File: src/rtl/right_shift_seq.sv
// ---------------------------------------------------------------------------
// right_shift_seq
//   Multi-cycle right shifter for the ALU datapath. Operand A is shifted right
//   by C (unsigned, saturating at WIDTH), logically or arithmetically. The
//   iterative datapath shifts one bit per clock. Result B and flags Z/N are
//   registered and stay put until the next operation completes.
//
//   Build option:
//     RSHIFT_BARREL_EN  - replace the iterative shift with a combinational
//                         barrel shifter; every op finishes one cycle after
//                         start. Results are identical, only timing differs.
//
//   Ports:
//     clk    in   rising-edge clock
//     rst    in   asynchronous active-high reset
//     start  in   launch request, sampled only while idle
//     arith  in   1 = sign fill, 0 = zero fill (latched with start)
//     A      in   operand (latched with start)
//     C      in   shift amount, unsigned (latched with start)
//     B      out  registered result
//     Z      out  registered, B == 0
//     N      out  registered, B[WIDTH-1]
//     busy   out  high while an op is in flight (SHIFT or DONE)
//     done   out  one-cycle pulse when B/Z/N are valid
// ---------------------------------------------------------------------------
module right_shift_seq #(
    parameter int WIDTH = 32,
    parameter int CNT_W = 6
) (
    input  logic             clk,
    input  logic             rst,
    input  logic             start,
    input  logic             arith,
    input  logic [WIDTH-1:0] A,
    input  logic [31:0]      C,
    output logic [WIDTH-1:0] B,
    output logic             Z,
    output logic             N,
    output logic             busy,
    output logic             done
);

    typedef enum logic [1:0] {IDLE, SHIFT, DONE} state_t;

    state_t           state_q, state_d;
    logic [WIDTH-1:0] work_q, work_d;
    logic [WIDTH-1:0] b_q, b_d;
    logic [CNT_W-1:0] cnt_q, cnt_d;
    logic [CNT_W-1:0] amt;
    logic             arith_q, arith_d;
    logic             z_q, z_d;
    logic             n_q, n_d;
    logic             load_out;

    // C is unsigned 32-bit, so "negative" amounts land here and saturate.
    always_comb begin
        if (C >= 32'(WIDTH)) amt = CNT_W'(WIDTH);
        else                 amt = C[CNT_W-1:0];
    end

`ifdef RSHIFT_BARREL_EN
    // Sign/zero-extend to double width, then shift; an amount of WIDTH
    // leaves only fill bits, which is exactly the saturated result.
    logic [WIDTH-1:0] bar;
    always_comb begin
        bar = WIDTH'({{WIDTH{arith & A[WIDTH-1]}}, A} >> amt);
    end
`endif

    always_comb begin
        state_d  = state_q;
        work_d   = work_q;
        cnt_d    = cnt_q;
        arith_d  = arith_q;
        load_out = 1'b0;
        case (state_q)
            IDLE: begin
                if (start) begin
                    arith_d = arith;
`ifdef RSHIFT_BARREL_EN
                    work_d   = bar;
                    cnt_d    = '0;
                    state_d  = DONE;
                    load_out = 1'b1;
`else
                    work_d = A;
                    cnt_d  = amt;
                    if (amt != '0) begin
                        state_d = SHIFT;
                    end else begin
                        state_d  = DONE;
                        load_out = 1'b1;
                    end
`endif
                end
            end
            SHIFT: begin
                work_d = {arith_q & work_q[WIDTH-1], work_q[WIDTH-1:1]};
                cnt_d  = cnt_q - CNT_W'(1);
                if (cnt_q == CNT_W'(1)) begin
                    state_d  = DONE;
                    load_out = 1'b1;
                end
            end
            DONE:    state_d = IDLE;
            default: state_d = IDLE;
        endcase
    end

    // Outputs capture the final working value on the edge entering DONE.
    always_comb begin
        b_d = b_q;
        z_d = z_q;
        n_d = n_q;
        if (load_out) begin
            b_d = work_d;
            z_d = (work_d == '0);
            n_d = work_d[WIDTH-1];
        end
    end

    always_ff @(posedge clk or posedge rst) begin
        if (rst) begin
            state_q <= IDLE;
            work_q  <= '0;
            cnt_q   <= '0;
            arith_q <= 1'b0;
            b_q     <= '0;
            z_q     <= 1'b1;
            n_q     <= 1'b0;
        end else begin
            state_q <= state_d;
            work_q  <= work_d;
            cnt_q   <= cnt_d;
            arith_q <= arith_d;
            b_q     <= b_d;
            z_q     <= z_d;
            n_q     <= n_d;
        end
    end

    assign B    = b_q;
    assign Z    = z_q;
    assign N    = n_q;
    assign busy = (state_q != IDLE);
    assign done = (state_q == DONE);

endmodule

File: config.mk
export PLATFORM = sky130hd
export DESIGN_NAME = right_shift_seq
export DESIGN_NICKNAME = d
export VERILOG_FILES = /design/src/rtl/right_shift_seq.sv
export SDC_FILE = /design/constraint.sdc
export NUM_CORES = 1
export LEC_CHECK = 0
export CAP_MARGIN = 10
export CORE_MARGIN = 3
export CORE_UTILIZATION = 50
export CTS_BUF_LIST = sky130_fd_sc_hd__clkbuf_2
export DETAILED_ROUTE_END_ITERATION = 10
export PLACE_DENSITY = 0.95
export SETUP_SLACK_MARGIN = 0.3
export SYNTH_ARGS = -nofsm -noshare
export SYNTH_HDL_FRONTEND = slang
export SYNTH_SLANG_ARGS = --single-unit
File: constraint.sdc
create_clock -name clk -period 3.2 [get_ports clk]
set_input_delay 0.48 -clock clk [delete_from_list [all_inputs] [get_ports clk]]
set_output_delay 0.48 -clock clk [all_outputs]
set_load 0.01 [all_outputs]
==> run metrics <==
run status finished clean; leftover overflow at the end of global routing 0; top post-synthesis cells by area sky130_fd_sc_hd__dfrtp_1, sky130_fd_sc_hd__mux2_4, sky130_fd_sc_hd__o32ai_1; clock tree skew after final layout between 20 and 25 ps; number of flops mapped to enable cells by yosys 0; post-route ant nets 0; DRC violations left 0; critical path required time ~2700 ps; vias in the first global route slightly above 3,000; final wirelength ~10 mm; full die area ~8400 sq um; share of flip-flops with an asynchronous set or reset after synthesis 1.00; source-to-sink clock delay at the later pin of the worst-skew pair between 500 and 600 ps; layout net count 477; Tightest Pin Transition roughly 760 ps; fraction of the yosys area taken by sequential cells 0.503; CP Launch Type register; GR met2 Demand/Resource 0.363; via count of the routed design 2,975; input/output buffers between 100 and 150; most heavily used metal layer in global routing met2; most used standard cell by instance count after synthesis sky130_fd_sc_hd__dfrtp_1; capturing element type of the critical path output pin; most used flip-flop cell after synthesis sky130_fd_sc_hd__dfrtp_1; GR met1 Demand/Resource 0.307; nets in the synthesized netlist about 380; FILL cells 500; row count 30; number of setup violations in the final report 0; peak fanout along the critical path 18; number of inserted diodes 0; chip width between 90 and 100 microns; dominant cell type by area after synthesis sky130_fd_sc_hd__dfrtp_1; slowest CP cell sky130_fd_sc_hd__clkdlybuf4s50_1; Yosys reg bits 74; die span in y roughly 92 microns; met3 track utilization from global routing 0.0615; # hold bufs at CTS 0; post-route clock period utilization 0.828; clock root buffer sky130_fd_sc_hd__clkbuf_2; largest net degree at the start of global routing 33; post-DR vias/cell around 5.9; Max transition margin 0.497; Detailed Route Iter0 Violations 190; weighted congestion reported at the end of routability-driven placement 0.854; Max Root-Sink Buffers 2; portion of synthesized cell area occupied by the leading cell type 0.496; Yosys Warn Count 0; most instantiated cells after synthesis sky130_fd_sc_hd__dfrtp_1, sky130_fd_sc_hd__nor2_1, sky130_fd_sc_hd__a21oi_1, sky130_fd_sc_hd__mux2_4, sky130_fd_sc_hd__o32ai_1; post-synthesis average cell area between 10 and 15 sq um; gate count after technology mapping a little over 300; TritonCTS buffer count 9; stage delay of the slowest cell on the critical path roughly 550 ps; Lkg Pwr 1.97 nW; layout cells sized above 1 0.216; half-perimeter wire length after placement ~7.0 mm; count of distinct cell types in the synthesized netlist 45; global-route wire length before repair 15.6 mm; Min-Delay Path Class input port to asynchronous set/reset pin; number of antenna violations at the first check in global routing 0; clock transition at the registers of the reported paths 220 ps; global-route total usage across every layer 0.236; Total Neg Setup Slack 0 ps; final critical-path required period 2650 ps; count of boundary I/O pins 104; WL/cell 19.3 microns; Max Cap Violations 0; startpoint-to-endpoint class of the critical path register to output pin; total core area ~7000 sq um; power density relative to cell area roughly 800 nW/um^2; arrival time worst endpoint between 2000 and 2500 ps; final-report max-slew violation count 0; sequence of cells on the critical path buf_4 > clkinvlp_4 > nor2_1 > clkdlybuf4s50_1; Area growth syn-to-layout 31.9%; total clock sinks between 70 and 80; endpoints failing hold 0; DR pass1 iterations 4; H-tree level count 3; initial core utilization 0.528; unrepaired setup endpoints after global routing false; final worst hold slack roughly 240 ps; maximum clock frequency roughly 0.38 GHz; TritonCTS clock tree built; Mapped Area between 3000 and 4000 sq um; worst-case vdd ir drop just under 0.0005 V
## cells in the final DEF, fill, tap and decap left out, types with 8 or more instances in the layout
cell type                           n
sky130_fd_sc_hd__clkdlybuf4s50_1  103
sky130_fd_sc_hd__clkbuf_2           9
sky130_fd_sc_hd__buf_4              9
sky130_fd_sc_hd__nor4_1             8
sky130_fd_sc_hd__a21oi_1           28
sky130_fd_sc_hd__mux2_4            27
sky130_fd_sc_hd__o32ai_1           24
sky130_fd_sc_hd__nor2_1            36
sky130_fd_sc_hd__dfrtp_1           73
## final timing paths
kind | cells after the start | start | end | slack (ps)
setup / recovery | 4 | state_q[1] | done | 550
setup reg to reg | 7 | state_q[0] | Z | 800
min in group clk | 2 | Z | Z | 520
hold reg to reg | 2 | Z | Z | 520
max in group asynchronous | 3 | rst | B[3] | 2200
hold / removal | 2 | rst | work_q[13] | 240
## critical path, delay by kind of cell, from the launching register on
family | cells | cell delay, ps
and+or+nand+nor | 1 | 140
buffers and inverters | 3 | 1040
DFF | 1 | 460
## cells by family (layout without fill, tap and decap cells)
group / Yosys count / after routing / share of synthesized area
buffers and inverters: 31 / 138 / 0.0536
AND/OR/NAND/NOR: 84 / 84 / 0.129
AO/OA/AOI/OAI: 80 / 80 / 0.177
flip-flops: 74 / 74 / 0.503
XOR/XNOR: 1 / 1 / 0.00238
multiplexers: 33 / 33 / 0.128
adder cells (fa/ha/maj): 2 / 2 / 0.00679
## per-layer routing
layer  vias to the layer above  part of all wire
met3                        30             0.085
met5                         -                 0
met4                         0             0.033
met2                       170              0.46
li1                       1347                 -
met1                      1428              0.42
## flip-flops by register name, indices dropped and copies added (netlist names)
register	count
arith_q	1
work_q	32
B	32
Z	1
state_q	2
cnt_q	6
## layout make-up
type                    count  area [sq um]  share of cell area
well taps                  96           120              0.0247
clock inverters             7          53.8              0.0111
repair buffers            113          1120               0.230
clock buffers               9          45.0             0.00926
multi-input cells         200          1640               0.336
inverters                   9          37.5             0.00772
flip-flops and latches     74          1850               0.381
## metrics by stage
stage	area, sq um	setup slack, ps	total power, mW	util	cells
2_1_floorplan	3690	840	2.71	-	305
5_1_grt	4860	387	4.12	0.697	508
4_1_cts	4840	363	3.89	0.693	505
3_3_place_gp	4740	479	3.36	0.679	489
3_5_place_dp	4740	403	3.42	0.679	489
6_report	4860	550	3.90	0.697	508
## repair_timing
item / CTS / global route
buffers inserted: 0 / 3
endpoints found under the setup margin: 0 / 1
endpoints found under the hold margin: 0 / 0
resized for setup: 0 / 1
## power by group
| group | switching, mW | leakage [nW] | internal, mW |
|---|---|---|---|
| sequential | 0.291 | 0.885 | 1.34 |
| clock | 0.361 | 0.0545 | 0.105 |
| combinational | 0.868 | 1.03 | 0.934 |
| total | 1.52 | 1.97 | 2.38 |
Note: power is estimated with default switching activity, not from simulation.
